`src/rtl/ac97_codec.sv`:
```
// Codec-side AC97 link responder: frame sync, slot deserializer, mixer register file, return-frame serializer.
// Build option: AC97_CODEC_LOOPBACK_EN sends the previously received DAC slots back in place of the ADC inputs.
module ac97_codec #(
  parameter int          READY_FRAMES = 2,
  parameter logic [15:0] VENDOR_ID1   = 16'h4144,
  parameter logic [15:0] VENDOR_ID2   = 16'h5370
) (
  input  logic        clock,
  input  logic        reset_b,
  input  logic        ac97_synch,
  input  logic        ac97_sdata_out,
  output logic        ac97_sdata_in,
  input  logic [19:0] adc_left,
  input  logic [19:0] adc_right,
  input  logic        adc_valid,
  output logic [19:0] dac_left,
  output logic [19:0] dac_right,
  output logic [4:0]  dac_tags,
  output logic        dac_strobe,
  output logic        frame_err,
  output logic        codec_ready,
  output logic [15:0] hp_vol,
  output logic [15:0] pcm_vol,
  output logic [15:0] mic_vol,
  output logic [15:0] rec_select,
  output logic [15:0] rec_gain
);

  localparam logic [15:0] DEF_02 = 16'h8000;
  localparam logic [15:0] DEF_04 = 16'h8000;
  localparam logic [15:0] DEF_0A = 16'h0000;
  localparam logic [15:0] DEF_0E = 16'h8008;
  localparam logic [15:0] DEF_18 = 16'h8808;
  localparam logic [15:0] DEF_1A = 16'h0000;
  localparam logic [15:0] DEF_1C = 16'h8000;
  localparam logic [15:0] DEF_20 = 16'h0000;
  localparam logic [8:0]  READY_CNT = 9'(READY_FRAMES);
  localparam logic [8:0]  POS_IDLE  = 9'd256;

  logic        r_synch;
  logic [8:0]  r_pos;
  logic [19:0] r_sh;
  logic [4:0]  r_rx_tags;
  logic [7:0]  r_addr;
  logic [19:0] r_slot3;
  logic [19:0] r_dac_l;
  logic [19:0] r_dac_r;
  logic [4:0]  r_dac_tags;
  logic        r_dac_strobe;
  logic        r_frame_err;
  logic [7:0]  r_frames;
  logic        r_ready;
  logic        r_pend;
  logic [6:0]  r_rd_addr;
  logic [15:0] r_rd_data;
  logic [19:0] r_tx_l;
  logic [19:0] r_tx_r;
  logic        r_tx_v3;
  logic        r_tx_v4;
  logic        r_sdin;
  logic [15:0] r_reg02, r_reg04, r_reg0a, r_reg0e, r_reg18, r_reg1a, r_reg1c, r_reg20;

  logic        w_rise;
  logic        w_active;
  logic        w_step;
  logic [19:0] w_sh_next;
  logic        w_cmd_edge;
  logic        w_cmd_ok;
  logic [15:0] w_wdata;
  logic [15:0] w_rd_mux;
  logic [95:0] w_tx_frame;
  logic [8:0]  w_tx_idx;
  logic        w_tx_bit;

  assign w_rise     = ac97_synch & ~r_synch;
  assign w_active   = ~r_pos[8];
  assign w_step     = w_active & ~w_rise;
  assign w_sh_next  = {r_sh[18:0], ac97_sdata_out};
  // Slot 2 completes on the edge that samples frame bit 55 (pos 55).
  assign w_cmd_edge = w_step && (r_pos == 9'd55);
  assign w_cmd_ok   = w_cmd_edge && r_rx_tags[3] && r_rx_tags[2];
  assign w_wdata    = w_sh_next[19:4];

  always_comb begin
    w_rd_mux = 16'h0000;
    case (r_addr[6:0])
      7'h02:   w_rd_mux = r_reg02;
      7'h04:   w_rd_mux = r_reg04;
      7'h0A:   w_rd_mux = r_reg0a;
      7'h0E:   w_rd_mux = r_reg0e;
      7'h18:   w_rd_mux = r_reg18;
      7'h1A:   w_rd_mux = r_reg1a;
      7'h1C:   w_rd_mux = r_reg1c;
      7'h20:   w_rd_mux = r_reg20;
      7'h7C:   w_rd_mux = VENDOR_ID1;
      7'h7E:   w_rd_mux = VENDOR_ID2;
      default: w_rd_mux = 16'h0000;
    endcase
  end

  // Index of the bit launched on this edge; anything past slot 4 (and idle) sends 0.
  always_comb begin
    w_tx_frame = {r_ready, r_pend, r_pend, r_tx_v3, r_tx_v4, 11'h000,
                  r_pend ? {1'b0, r_rd_addr, 12'h000} : 20'h00000,
                  r_pend ? {r_rd_data, 4'h0} : 20'h00000,
                  r_tx_l, r_tx_r};
    w_tx_idx   = w_rise ? 9'd0 : r_pos + 9'd1;
    w_tx_bit   = 1'b0;
    if (w_tx_idx < 9'd96) w_tx_bit = w_tx_frame[7'd95 - w_tx_idx[6:0]];
  end

  always_ff @(posedge clock or negedge reset_b) begin
    if (!reset_b) begin
      r_synch      <= 1'b0;
      r_pos        <= POS_IDLE;
      r_sh         <= '0;
      r_rx_tags    <= '0;
      r_addr       <= '0;
      r_slot3      <= '0;
      r_dac_l      <= '0;
      r_dac_r      <= '0;
      r_dac_tags   <= '0;
      r_dac_strobe <= 1'b0;
      r_frame_err  <= 1'b0;
      r_frames     <= '0;
      r_ready      <= 1'b0;
      r_pend       <= 1'b0;
      r_rd_addr    <= '0;
      r_rd_data    <= '0;
      r_tx_l       <= '0;
      r_tx_r       <= '0;
      r_tx_v3      <= 1'b0;
      r_tx_v4      <= 1'b0;
      r_sdin       <= 1'b0;
    end else begin
      r_synch      <= ac97_synch;
      r_dac_strobe <= 1'b0;
      r_frame_err  <= w_rise && (r_pos != 9'd0) && (r_pos < 9'd255);
      r_sdin       <= w_tx_bit;
      if (w_rise) r_pos <= 9'd0;
      else if (w_active) r_pos <= r_pos + 9'd1;
      if (w_rise) begin
`ifdef AC97_CODEC_LOOPBACK_EN
        r_tx_l  <= r_dac_l;
        r_tx_r  <= r_dac_r;
        r_tx_v3 <= r_dac_tags[1];
        r_tx_v4 <= r_dac_tags[0];
`else
        r_tx_l  <= adc_left;
        r_tx_r  <= adc_right;
        r_tx_v3 <= adc_valid;
        r_tx_v4 <= adc_valid;
`endif
      end
      if (w_step) begin
        r_sh <= w_sh_next;
        case (r_pos)
          9'd15:  r_rx_tags <= w_sh_next[15:11];
          9'd35:  r_addr <= w_sh_next[19:12];
          9'd75:  r_slot3 <= w_sh_next;
          9'd95: begin
            r_dac_l      <= r_slot3;
            r_dac_r      <= w_sh_next;
            r_dac_tags   <= r_rx_tags;
            r_dac_strobe <= 1'b1;
          end
          9'd254: begin
            if (r_frames != 8'hFF) r_frames <= r_frames + 8'd1;
            if ({1'b0, r_frames} + 9'd1 >= READY_CNT) r_ready <= 1'b1;
          end
          default: ;
        endcase
      end
      // The status just sent is retired here; a read in this frame arms the next one.
      if (w_cmd_edge) begin
        r_pend <= w_cmd_ok && r_addr[7];
        if (w_cmd_ok && r_addr[7]) begin
          r_rd_addr <= r_addr[6:0];
          r_rd_data <= w_rd_mux;
        end
      end
    end
  end

  always_ff @(posedge clock or negedge reset_b) begin
    if (!reset_b) begin
      r_reg02 <= DEF_02;
      r_reg04 <= DEF_04;
      r_reg0a <= DEF_0A;
      r_reg0e <= DEF_0E;
      r_reg18 <= DEF_18;
      r_reg1a <= DEF_1A;
      r_reg1c <= DEF_1C;
      r_reg20 <= DEF_20;
    end else if (w_cmd_ok && !r_addr[7]) begin
      case (r_addr[6:0])
        7'h00: begin
          r_reg02 <= DEF_02;
          r_reg04 <= DEF_04;
          r_reg0a <= DEF_0A;
          r_reg0e <= DEF_0E;
          r_reg18 <= DEF_18;
          r_reg1a <= DEF_1A;
          r_reg1c <= DEF_1C;
          r_reg20 <= DEF_20;
        end
        7'h02:   r_reg02 <= w_wdata;
        7'h04:   r_reg04 <= w_wdata;
        7'h0A:   r_reg0a <= w_wdata;
        7'h0E:   r_reg0e <= w_wdata;
        7'h18:   r_reg18 <= w_wdata;
        7'h1A:   r_reg1a <= w_wdata;
        7'h1C:   r_reg1c <= w_wdata;
        7'h20:   r_reg20 <= w_wdata;
        default: ;
      endcase
    end
  end

  assign ac97_sdata_in = r_sdin;
  assign dac_left      = r_dac_l;
  assign dac_right     = r_dac_r;
  assign dac_tags      = r_dac_tags;
  assign dac_strobe    = r_dac_strobe;
  assign frame_err     = r_frame_err;
  assign codec_ready   = r_ready;
  assign hp_vol        = r_reg04;
  assign pcm_vol       = r_reg18;
  assign mic_vol       = r_reg0e;
  assign rec_select    = r_reg1a;
  assign rec_gain      = r_reg1c;

endmodule
```
`config.mk`:
```
export PLATFORM = sky130hd
export DESIGN_NAME = ac97_codec
export DESIGN_NICKNAME = d
export VERILOG_FILES = /design/src/rtl/ac97_codec.sv
export SDC_FILE = /design/constraint.sdc
export NUM_CORES = 1
export LEC_CHECK = 0
export BUFFER_PORTS_ARGS = -buffer_cell sky130_fd_sc_hd__buf_2
export CORE_MARGIN = 2
export CORE_UTILIZATION = 40
export CTS_CLUSTER_DIAMETER = 100
export CTS_CLUSTER_SIZE = 12
export DETAILED_ROUTE_END_ITERATION = 10
export PLACE_DENSITY_LB_ADDON = 0.3
export SYNTH_ARGS = -nofsm -noshare
export SYNTH_HDL_FRONTEND = slang
export SYNTH_SLANG_ARGS = --single-unit
```
`constraint.sdc`:
```
create_clock -name clock -period 2.8 [get_ports clock]
set_input_delay 0.14 -clock clock [delete_from_list [all_inputs] [get_ports clock]]
set_output_delay 0.14 -clock clock [all_outputs]
set_load 0.01 [all_outputs]
```
# ---- Word-level counts from Yosys, hierarchy flattened
# Cells that the tools add are included.
dict set report op_classes {
  reduce_logical 33
  add_sub_neg 4
  n_eq_ne 18
  mux 19
  order_cmp 4
  n_bitwise 5
}
# operator n
set ops {}
lappend ops {{16-bit one-hot mux with 2 select lines} 8}
lappend ops {{16-bit one-hot mux with 10 select lines} 1}
lappend ops {{9-bit 2-to-1 mux} 3}
lappend ops {{2-bit AND reduction} 13}
lappend ops {{7-bit by 5-bit == test with 1-bit output (second input constant)} 3}
lappend ops {{20-bit 2-to-1 mux} 1}
lappend ops {{19-bit 2-to-1 mux} 1}
lappend ops {{9-bit by 6-bit == test with 1-bit output (second input constant)} 2}
lappend ops {{9-bit by 7-bit == test with 1-bit output (second input constant)} 2}
lappend ops {{2-bit nonzero test} 8}
lappend ops {{7-bit by 4-bit == test with 1-bit output (second input constant)} 2}
lappend ops {{7-bit == test (second input constant)} 2}
lappend ops {{8-bit by 1-bit adder with 9-bit output (second input constant)} 1}
lappend ops {{9-bit by 1-bit adder with 9-bit output (second input constant)} 1}
lappend ops {{9-bit by 4-bit == test with 1-bit output (second input constant)} 1}
lappend ops {{9-bit by 8-bit == test with 1-bit output (second input constant)} 1}
lappend ops {{9-bit by 2-bit greater-or-equal comparator with 1-bit output (second input constant)} 1}
lappend ops {{9-bit by 7-bit less-than comparator with 1-bit output (second input constant)} 1}
lappend ops {{9-bit by 8-bit less-than comparator with 1-bit output (second input constant)} 1}
lappend ops {{9-bit nonzero test} 1}
lappend ops {{8-bit by 1-bit adder with 8-bit output (second input constant)} 1}
lappend ops {{7-bit by 8-bit less-than comparator with 1-bit output (second input constant)} 1}
lappend ops {{8-bit != test (second input constant)} 1}
lappend ops {{1-bit binary-select mux with 7-bit select} 1}
lappend ops {{other kinds (12)} 25}
dict set report word_totals {
  inputBits 45
  regBits 312
  elab_cells 112
  output_inout_bits 129
}

# ---- Logic depth before layout (Yosys ltp)
# Gate-level depths: netlist of the first run.
dict set report depth {
  word_depth 9
  ltp_mapped 12
  depth_no_buf 9
}

# ---- Worst setup path before layout of the first run
# No wires, ideal clock.
dict set report synth_path {
  kind {flip-flop to flip-flop}
  from {register r_pos[0]}
  to {register r_sdin (netlist: ac97_sdata_in)}
  setup_time_ns 0.094
  path_slack_ns 0.422
  period_less_slack_ns 2.378
  required_time_ns 2.706
  stages_incl_launch_ff 12
  arrival_time_ns 2.284
  n_path_buf 3
  cell_sequence {dfrtp_1 buf_2 inv_2 ha_1 buf_2 buf_2 nand3_1 o21ai_0 a21oi_1 o311a_1 o32a_1 a211oi_1}
}
dict set report synth_between {
  elab_chain_len 6
  word_cells_on_any_way 7
  classes_between {add/sub: 2; order compare: 1; mux: 4}
}
# item line
set synth_lines {}
lappend synth_lines {{from (decl)} 41} ;# logic [8:0] r_pos;
lappend synth_lines {{from (signal assigned)} 141} ;# else if (w_active) r_pos <= r_pos + 9'd1;
lappend synth_lines {{9-bit by 1-bit adder with 9-bit output (*)} 107} ;# w_tx_idx = w_rise ? 9'd0 : r_pos + 9'd1;
lappend synth_lines {{9-bit 2-to-1 mux (*)} 107}
lappend synth_lines {{7-bit subtractor} 109} ;# if (w_tx_idx < 9'd96) w_tx_bit = w_tx_frame[7'd95 - w_tx_idx[6:0]];
lappend synth_lines {{1-bit binary-select mux with 7-bit select} 109}
lappend synth_lines {{1-bit 2-to-1 mux (not written as such)} 109}
lappend synth_lines {{1-bit 2-to-1 mux (*)} 109}
lappend synth_lines {{via w_tx_bit} 73} ;# logic w_tx_bit;
lappend synth_lines {{to (signal assigned)} 139} ;# r_sdin <= w_tx_bit;
lappend synth_lines {{to (decl)} 60} ;# logic r_sdin;
# Mark *: on every way through the listed nets, which the timed path passes. The rest lies on a longest branch. The select of a mux whose other input is x is not followed.
# A chain may end at the register's enable or synchronous reset.

# ---- Worst setup path in the final report of the first run
dict set report layout_path {
  from {register r_pos[1]}
  to {register r_reg20[5]}
}
dict set report layout_between {
  elab_chain_len 6
}
# item line
set layout_lines {}
lappend layout_lines {{9-bit by 6-bit == test with 1-bit output} 80} ;# assign w_cmd_edge = w_step && (r_pos == 9'd55);
lappend layout_lines {{1-bit logical AND} 80}
lappend layout_lines {{1-bit logical AND (2 in a row)} 81} ;# assign w_cmd_ok = w_cmd_edge && r_rx_tags[3] && r_rx_tags[2];
lappend layout_lines {{1-bit logical AND} 195} ;# end else if (w_cmd_ok && !r_addr[7]) begin
lappend layout_lines {{2-bit AND reduction (no source line)} n/a}
lappend layout_lines {{to (signal assigned)} 214} ;# 7'h20: r_reg20 <= w_wdata;
lappend layout_lines {{to (decl)} 61} ;# logic [15:0] r_reg02, r_reg04, r_reg0a, r_reg0e, r_reg18, r_reg1a, r_reg1c, r_reg20;
# Every way passes these cells.

==> summary.txt, run 1 <==
YS warnings: 0
Worst skew pair latency: 610 ps
Initial antenna violation count: 1
Final Critical Period: 2620 ps
Root Buffer: clkbuf_16
Ratio of cells with drive above 1 in the final layout: 26.4%
Largest net degree at the start of global routing: 63
Setup Crit Path Kind: flop to flop
Placed insts: 1901
Setup violators final: 0
DRC viols: 0
Unrepaired setup endpoints after global routing: no
Ant. Diodes: 0
Die Y-Extent: 191 um
Mean Syn Cell Area: 10.7 um2
DRT Wirelength: 41200 um
H-Tree Depth: 1
Setup Buffers After CTS: 0
GRT overflow: 0
Setup WS post-layout: 181 ps
Synth-to-Final Area Change: 20.5%
Drt via density: 5.57
DP HPWL: 28000 um
Via count: 11100
CTS tree: yes
Worst stage delay on the critical path: 440 ps
Number of enable flip-flop cells after synthesis: 0
Ys async rst share: 100%
Initial core utilization: 40.7%
CP Data Arrival Time: 3050 ps
Pleak: 8.28 nW
Unique cell type count in the Yosys netlist: 66
Routed wire length per instance: 20.6 um
FMAX: 382 MHz
Detailed Route Iter0 Violations: 804
Worst slew pin tran: 877 ps
Max-Cap Viols: 0
PwrDens: 623 nW/um2
Total power: 10.5 mW
Sequential-to-total area share from yosys stat: 55.7%
NumNets Final: 1574
Post-route clock skew: 68.9 ps
TNS Setup: 0 ps
Drt pass-1 iters: 5
Antenna-violating nets left: 0
Worst slew margin: 41.6%
Pre-CTS setup slack: 195 ps
Syn_nets: 1366
Longest Clk Path Bufs: 3
Clock sink count: 312
Max-slew violation count: 0
CP max-delay cell: dfrtp_1
Startpoint Class: flop
Core Rows: 68
Gate Count Post-Synth: 1314
Yosys reg bits: 312
Crit share post-route: 93.5%
Hold crit path type: primary input to asynchronous set/reset pin
CP max FO: 16
Critical-path cell list: ha_1 > and4_1 > nand4_1 > nor3_2 > and2_1 > nand2_1 > a22o_1
Hold Fails Final Rpt: 0
GPL Wtd Cong: 0.921
I/O pins: 174
Post-Place Cell Area: 15600 um2
Min Hold Slack: 122 ps
Final core occ: 49.0%
Clk pin slew, worst setup/hold paths: 70 ps
Endpoint type of the worst setup path: flop
Die area: 36600 um2
Final cell count without fillers: 2000
Filler cells: 3148
Synthesized area: 14000 um2
Core area: 34500 um2
GRT Overall Usage: 22.7%
Number of CTS-inserted buffers: 30
Port bufs: 173
Status: finished, final reports clean
Cell area after layout: 16900 um2
First-pass GRT wire length: 65000 um
Vias in the first global route: 11100
Required time worst endpoint: 3230 ps
Die Wd: 191 um
Maximum VDD drop: 0.543 mV
Ys flop type: dfrtp_1
-- layout make-up --
cell class | instances | area [um2] | share of cell area [%]
sequential | 312 | 7820 | 46.2
timing repair buffer | 285 | 1900 | 11.2
multi-input combinational | 883 | 5720 | 33.8
clock buffer | 52 | 833 | 4.92
tap | 455 | 569 | 3.36
inverter | 10 | 37.5 | 0.222
clock inverter | 3 | 47.5 | 0.281
-- per-layer routing --
| metal | global-route usage [%] | vias to the layer above | routed length [um] |
|---|---|---|---|
| met1 | 32.6 | 5562 | 18400 |
| li1 | - | 5074 | - |
| met3 | 3.19 | 67 | 2810 |
| met2 | 36.2 | 444 | 18900 |
| met5 | 0 | - | 41 |
| met4 | 5.62 | 2 | 1100 |
-- registers in the layout, indices dropped and copies added, names as in the netlist, 9 cells and up --
| signal | count |
|---|---|
| r_tx_l | 20 |
| r_rd_data | 16 |
| r_reg0a | 16 |
| mic_vol | 16 |
| dac_left | 20 |
| rec_gain | 16 |
| dac_right | 20 |
| r_sh | 19 |
| r_tx_r | 20 |
| r_reg20 | 16 |
| rec_select | 16 |
| r_slot3 | 20 |
| r_reg02 | 16 |
| r_pos | 9 |
| hp_vol | 16 |
| pcm_vol | 16 |
-- synthesized netlist by cell type, types with 4 or more instances --
| cell | count | area (um2) |
|---|---|---|
| a32o_1 | 15 | 150 |
| and2_1 | 7 | 43.8 |
| nand2_1 | 268 | 1010 |
| a31oi_1 | 10 | 62.6 |
| xnor2_1 | 9 | 78.8 |
| a222oi_1 | 5 | 50.1 |
| a21oi_1 | 30 | 150 |
| nand4_1 | 9 | 56.3 |
| nor4_1 | 5 | 31.3 |
| dfrtp_1 | 303 | 7580 |
| o21ai_1 | 10 | 50.1 |
| buf_1 | 10 | 37.5 |
| clkbuf_1 | 56 | 210 |
| o221ai_1 | 5 | 43.8 |
| o21ai_0 | 62 | 310 |
| or3_1 | 4 | 25.0 |
| nor3_1 | 13 | 65.1 |
| o22ai_1 | 9 | 56.3 |
| a211oi_1 | 13 | 97.6 |
| nand2b_1 | 13 | 81.3 |
| a22o_1 | 63 | 552 |
| buf_2 | 37 | 185 |
| mux2_2 | 103 | 1160 |
| nor2_1 | 56 | 210 |
| a221oi_1 | 4 | 35.0 |
| ha_1 | 7 | 87.6 |
| mux2i_1 | 25 | 250 |
| inv_1 | 9 | 33.8 |
| dfstp_2 | 9 | 236 |
| and3_1 | 13 | 81.3 |
| o21a_1 | 4 | 30.0 |
| a22oi_1 | 21 | 158 |
| xor2_1 | 8 | 70.1 |
| a21o_1 | 7 | 52.6 |
| buf_4 | 4 | 30.0 |
| nand3_1 | 41 | 205 |
-- placed cells by master, fill, tap and decap left out, drive strengths merged, types with 8 or more instances in the layout --
master / n
a211oi: 13
a21oi: 30
a22o: 63
a22oi: 21
a31oi: 10
a32o: 15
and3: 13
buf: 241
clkbuf: 52
dfrtp: 303
dfstp: 9
dlygate4sd3: 44
inv: 10
mux2: 103
mux2i: 25
nand2: 268
nand2b: 13
nand3: 41
nand4: 9
nor2: 58
nor3: 15
nor4: 8
o21ai: 72
o22ai: 9
xnor2: 11
xor2: 8
-- repair_timing --
item,in CTS,in global routing
resized for setup,0,2
hold buffers,44,0
endpoints found under the hold margin,272,0
endpoints found under the setup margin,0,3
-- worst max-delay path, delay by kind of cell (launching register included) --
family                     cells  cell delay, ps
adders and majority gates      1             210
DFF                            1             440
AOI/OAI and AO/OA              1             390
and+or+nand+nor                5            1460
-- where the power goes --
group	switching, mW	total (mW)	leakage (nW)	internal [mW]
clock	1.74	3.75	0.415	2.02
sequential	0.695	5.42	4.20	4.73
combinational	0.774	1.37	3.66	0.599
total	3.21	10.5	8.28	7.34
-- kinds of logic (layout without fill, tap and decap cells) --
logic type,count (synthesis),after routing,synth area share [%]
buf+inv,119,350,3.72
simple gates,447,447,14.1
compound gates,280,280,14.2
flops,312,312,55.7
fa+ha+maj,7,7,0.623
mux,130,130,10.4
xor+xnor,19,19,1.29
-- final timing paths --
check	from	slack, ps	cells past startpoint	endpoint
worst max-delay path	r_pos[1]$_DFFE_PN0P_	180	7	r_reg20[5]$_DFFE_PN0P_
worst min-delay path	reset_b	120	2	r_addr[3]$_DFFE_PN0P_
worst max register to register	r_pos[1]$_DFFE_PN0P_	180	7	r_reg20[5]$_DFFE_PN0P_
worst min register to register	r_tx_l[1]$_DFFE_PN0P_	470	2	r_tx_l[1]$_DFFE_PN0P_
max in group asynchronous	reset_b	1850	3	r_reg20[15]$_DFFE_PN0P_
min in group clock	ac97_synch	290	2	r_synch$_DFF_PN0_
No activity file was read; power rests on OpenSTA's default activity.
==> run 2, diff against run 1 <==
--- a/config.mk
+++ b/config.mk
@@ -5,7 +5,7 @@
 export SDC_FILE = /design/constraint.sdc
 export NUM_CORES = 1
 export LEC_CHECK = 0
-export BUFFER_PORTS_ARGS = -buffer_cell sky130_fd_sc_hd__buf_2
+export BUFFER_PORTS_ARGS = -buffer_cell sky130_fd_sc_hd__clkbuf_2
 export CORE_MARGIN = 2
 export CORE_UTILIZATION = 40
 export CTS_CLUSTER_DIAMETER = 100
==> constraint.sdc (replaced) <==
create_clock -name clock -period 2.7 [get_ports clock]
set_input_delay 0.135 -clock clock [delete_from_list [all_inputs] [get_ports clock]]
set_output_delay 0.135 -clock clock [all_outputs]
set_load 0.01 [all_outputs]
==> run 2 against run 1 <==
- clock skew is 39 ps lower
- setup slack improved by 41 ps
- largest power group unchanged
- sequential cell count unchanged
- clock-buffer cell count shrank 1
- register-to-register slack better by 40 ps
- worst hold slack improved by 17 ps
- critical path type unchanged
==> summary.txt, run 2 (same netlist as run 1, synthesis figures left out) <==
Status: finished, final reports clean
Setup WS post-layout: 222 ps
Required time worst endpoint: 3150 ps
Maximum VDD drop: 0.523 mV
Worst Reg-to-Reg Cells: 7
TNS Setup: 0 ps
Commonest non-fill, non-tap cells in the layout: 303 x dfrtp_1, 268 x nand2_1, 172 x clkbuf_2
FMAX: 404 MHz
Hold crit path type: primary input to asynchronous set/reset pin
I/O pins: 174
Setup violators final: 0
Worst slew pin tran: 901 ps
Max Used Layer: met4
Core area: 34500 um2
Pre-CTS setup slack: 150 ps
NumNets Final: 1580
Initial core utilization: 40.7%
Longest Clk Path Bufs: 3
Max-slew violation count: 0
Most common cell after layout, fill and taps aside: dfrtp_1
Drt via density: 5.56
GRT Overall Usage: 22.6%
GPL Wtd Cong: 0.915
CP Data Arrival Time: 2930 ps
Via count: 11100
H-Tree Depth: 1
Worst reg2reg setup slack: 220 ps
CTS tree: yes
R2r endpoint: r_reg02[9]$_DFFE_PN0P_
Ratio of cells with drive above 1 in the final layout: 26.7%
RR Startpoint: r_pos[0]$_DFFE_PN0P_
DRT met1 WL: 18500 um
Worst slew margin: 39.9%
Cell area after layout: 16900 um2
Routed wire length per instance: 20.6 um
DP HPWL: 27800 um
Startpoint Class: flop
Ant. Diodes: 0
Hold Fails Final Rpt: 0
Max-Cap Viols: 0
Vias in the first global route: 11100
Endpoint type of the worst setup path: flop
Clock sink count: 312
Post-Place Cell Area: 15700 um2
Drt pass-1 iters: 8
Pleak: 8.18 nW
Initial antenna violation count: 0
CP max FO: 16
Metal3 WL: 3040 um
Post-route clock skew: 29.4 ps
GRT overflow: 0
Worst skew pair latency: 590 ps
Die area: 36600 um2
Total power: 10.9 mW
Number of CTS-inserted buffers: 29
Root Buffer: clkbuf_16
Detailed Route Iter0 Violations: 927
Clk pin slew, worst setup/hold paths: 70 ps
Port bufs: 173
Crit share post-route: 91.8%
Core Rows: 68
Die Wd: 191 um
Synth-to-Final Area Change: 20.6%
Largest net degree at the start of global routing: 76
DRC viols: 0
Antenna-violating nets left: 0
Unrepaired setup endpoints after global routing: no
First-pass GRT wire length: 64900 um
DRT Wirelength: 41300 um
Setup Crit Path Kind: flop to flop
Final Critical Period: 2480 ps
Met2 wire len: 18700 um
PwrDens: 641 nW/um2
Die Y-Extent: 191 um
## run 2: changes by cell type in the layout (fill, tap and decap cells not counted), sizes merged
cell | previous run | this run
buf | 241 | 76
clkinv | 3 | 0
clkbuf | 52 | 223
inv | 10 | 11
## run 2: routing by layer
layer | vias up | global-route usage [%]
met1 | 5533 | 32.4
met3 | 62 | 4.13
met2 | 462 | 35.4
li1 | 5086 | -
met4 | 0 | 5.71
met5 | - | 0
## run 2: worst max-delay path by stage
stage,start,end,slack [ps],cells past startpoint
2_1_floorplan,r_pos[0]$_DFFE_PN0P_,ac97_sdata_in$_DFF_PN0_,320,11
3_5_place_dp,r_pos[0]$_DFFE_PN0P_,mic_vol[8]$_DFFE_PN0P_,150,7
6_report,r_pos[0]$_DFFE_PN0P_,r_reg02[9]$_DFFE_PN0P_,220,7
4_1_cts,r_pos[0]$_DFFE_PN0P_,mic_vol[14]$_DFFE_PN0P_,150,7
3_3_place_gp,r_pos[0]$_DFFE_PN0P_,ac97_sdata_in$_DFF_PN0_,230,10
5_1_grt,r_addr[0]$_DFFE_PN0P_,r_rd_data[5]$_DFFE_PN0P_,70,7
## run 2: final cells by class
cell class	instances	area (um2)
clock buffer	51	808
clock inverter	1	20.0
fill	3184	17600
inverter	10	37.5
multi-input combinational	883	5730
sequential	312	7820
tap	455	569
timing repair buffer	292	1950
## run 2: worst max-delay path: stages, from the launching register on
cell and delay, ps:
dfrtp_1 430, ha_1 210, and4_1 220, nand4_1 210
nor3_2 350, and2_1 250, nand3b_2 340, a22o_1 360
## run 2: repair_timing
item,in CTS,in global routing
resized for setup,0,3
hold endpoints to repair,115,0
hold buffers,44,0
setup endpoints to repair,0,16
buffers inserted,0,0
## run 2: metrics by stage
step | std cells | hold slack, ps | utilization, %
3_3_place_gp | 1908 | 163 | 45.3
6_report | 2004 | 139 | 49.0
3_5_place_dp | 1908 | 162 | 45.3
4_1_cts | 2004 | 156 | 49.0
2_1_floorplan | 1314 | -161 | -
5_1_grt | 2004 | 194 | 49.0
## run 2: where the power goes
group	total [mW]	leakage (nW)	internal, mW	switching, mW
Sequential	5.62	4.20	4.90	0.718
Combinational	1.43	3.58	0.630	0.799
Clock	3.81	0.393	2.02	1.79
==> run 3, diff against run 2 <==
--- a/config.mk
+++ b/config.mk
@@ -5,6 +5,7 @@
 export SDC_FILE = /design/constraint.sdc
 export NUM_CORES = 1
 export LEC_CHECK = 0
+export ABC_AREA = 1
 export BUFFER_PORTS_ARGS = -buffer_cell sky130_fd_sc_hd__clkbuf_2
 export CORE_MARGIN = 2
 export CORE_UTILIZATION = 40
==> run 3 against run 2 <==
- non-clock buffer count decreased by 39
- first-iteration DRC count grew 8.3%
- area after synthesis is essentially flat
- setup slack improved by 34 ps
- via count increased by 3.4%
- maximum frequency grew 1.4%
- sequential cell count unchanged
- core utilization fell by 0.56 points
- die area hardly changed
==> summary.txt, run 3 <==
Count leader, synth: nand2_1
Maximum VDD drop: 0.487 mV
Clk pin slew, worst setup/hold paths: 60 ps
CP max-delay cell: dfrtp_1
Post-synthesis mux area share: 0%
Main combinational cell family by area after synthesis: compound AO/OA/AOI/OAI gates
Root Buffer: clkbuf_16
Via count: 11500
Number of CTS-inserted buffers: 30
PwrDens: 624 nW/um2
Combinational power share: 14.6%
CP Data Arrival Time: 2920 ps
I/O pins: 174
Die area: 36600 um2
DRC viols: 0
Setup Crit Path Kind: flop to flop
Vias in the first global route: 11200
Crit share post-route: 90.5%
Hold crit path type: primary input to asynchronous set/reset pin
Hold Fails Final Rpt: 0
Largest net degree at the start of global routing: 79
Post-Place Cell Area: 15400 um2
Ys flop type: dfrtp_1
First-pass GRT wire length: 63300 um
Worst slew margin: 45.5%
Unrepaired setup endpoints after global routing: no
Clock sink count: 312
Commonest non-fill, non-tap cells in the layout: 334 x nand2_1, 303 x dfrtp_1, 228 x inv_1
Switch Pwr: 2.95 mW
Clk network pwr share: 37.9%
Worst stage delay on the critical path: 430 ps
Area leader, netlist: dfrtp_1
DRT Wirelength: 40000 um
Compound-Gate Fraction of Synth Area: 18.0%
Final core occ: 48.5%
Setup violators final: 0
Adder-cell area share of the yosys netlist: 0.623%
Max-slew violation count: 0
Cell area after layout: 16700 um2
Syn_nets: 1577
Final Critical Period: 2440 ps
CP max FO: 14
Synth-to-Final Area Change: 19.2%
Ant. Diodes: 0
Longest Clk Path Bufs: 3
Worst skew pair latency: 580 ps
Synthesized area: 14100 um2
Die Wd: 191 um
Detailed Route Iter0 Violations: 1004
Status: finished, final reports clean
Drt via density: 5.22
Internal power: 7.50 mW
CP most frequent cell: o21ai_0
Critical-path cell list: ha_1 > nand2_1 > inv_1 > nand4_2 > nor2_2 > nand3_2 > inv_2 > buf_4 > o21ai_4 > clkinv_2 > o21ai_0 > o21ai_0
GPL Wtd Cong: 0.907
Port bufs: 173
Setup WS post-layout: 257 ps
Filler cells: 3327
YS warnings: 0
Top cell type's share of synthesized area: 54.0%
Xor and xnor area share after synthesis: 0.561%
Pre-CTS setup slack: 297 ps
CTS tree: yes
Synth area leaders: dfrtp_1 54%, nand2_1 8.9%, inv_1 6.1%
GRT Overall Usage: 21.9%
Post-route clock skew: 31.7 ps
Core area: 34500 um2
Drt pass-1 iters: 5
Sequential power share: 47.5%
Number of enable flip-flop cells after synthesis: 0
Mean Syn Cell Area: 9.22 um2
Die Y-Extent: 191 um
Startpoint Class: flop
CTS resizes: 0
Min Hold Slack: 154 ps
H-Tree Depth: 1
Endpoint type of the worst setup path: flop
GRT overflow: 0
Gate Count Post-Synth: 1525
Simple-Gate Fraction of Synth Area: 15.8%
Placed insts: 2106
Worst slew pin tran: 817 ps
Switching part of the total: 28.3%
Pleak: 8.52 nW
FMAX: 409 MHz
Initial core utilization: 40.7%
Yosys reg bits: 312
Initial antenna violation count: 0
Final cell count without fillers: 2206
Sequential-to-total area share from yosys stat: 55.6%
Total power: 10.5 mW
Worst Path Buf+Inv: 4
Routed wire length per instance: 18.2 um
DP HPWL: 28000 um
Ys async rst share: 100%
Antenna-violating nets left: 0
NumNets Final: 1779
Ratio of cells with drive above 1 in the final layout: 19.8%
Commonest cells post-synth: 335 x nand2_1, 303 x dfrtp_1, 228 x inv_1, 161 x o21ai_0, 104 x o22ai_1
TNS Setup: 0 ps
Max-Cap Viols: 0
Core Rows: 68
Most common cell after layout, fill and taps aside: nand2_1
CP delay by family, top: buffers and inverters
Required time worst endpoint: 3170 ps
Unique cell type count in the Yosys netlist: 51
run 3: cell count changes in the layout (fill, tap and decap cells not counted), sizes merged, moves of 25 or more:
cell / delta
a22o: -63
buf: -39
inv: +224
mux2: -103
mux2i: -25
nand2: +74
nand3: +38
o21ai: +94
o22ai: +155
run 3: worst paths after layout:
path | start | to | slack [ps] | depth (start not counted)
setup / recovery | r_pos[1]$_DFFE_PN0P_ | rec_gain[15]$_DFFE_PN1P_ | 260 | 12
hold reg to reg | r_slot3[5]$_DFFE_PN0P_ | dac_left[5]$_DFFE_PN0P_ | 470 | 2
setup reg to reg | r_pos[1]$_DFFE_PN0P_ | rec_gain[15]$_DFFE_PN1P_ | 260 | 12
hold / removal | reset_b | r_sh[7]$_DFFE_PN0P_ | 150 | 2
min in group clock | adc_left[18] | r_tx_l[18]$_DFFE_PN0P_ | 330 | 4
max in group asynchronous | reset_b | dac_strobe$_DFF_PN0_ | 1690 | 3
run 3: what timing repair did:
action,in CTS,in global routing
hold buffers,44,0
buffers inserted,0,0
hold endpoints to repair,117,0
run 3: kinds of logic after synthesis:
family	after synthesis
and+or+nand+nor	509
AOI/OAI and AO/OA	369
buffers and inverters	319
DFF	312
xor gates and xnor gates	9
adders and majority gates	7
run 3: worst register-to-register path, delay by kind of cell (launching register included):
family                     cells  cell delay [ps]
adders and majority gates      1              200
and+or+nand+nor                4              600
AOI/OAI and AO/OA              3              320
buffers and inverters          4              810
DFF                            1              430
run 3: cell type report:
cell class	count	area (um2)	area share, %
multi-input combinational	894	4930	29.4
clock inverter	3	55.1	0.329
clock buffer	53	837	5.00
inverter	236	892	5.33
timing repair buffer	253	1650	9.85
tap	455	569	3.40
sequential	312	7820	46.7
run 3: power by group through the flow:
| stage | clock network [mW] | logic (mW) | registers, mW |
|---|---|---|---|
| final | 3.96 | 1.53 | 4.96 |
| after global routing | 4.23 | 1.72 | 4.98 |
| after CTS | 4.07 | 1.54 | 4.96 |
| after detailed placement | 0 | 1.48 | 5.04 |
| after global placement | 0 | 1.46 | 5.04 |
| after floorplan | 0 | 0.920 | 5.02 |
run 3: metal layers:
metal	routed length, um	track usage, %
met4	707	4.29
met2	18300	34.3
met3	2360	2.92
met1	18700	32.7
met5	0	0.137
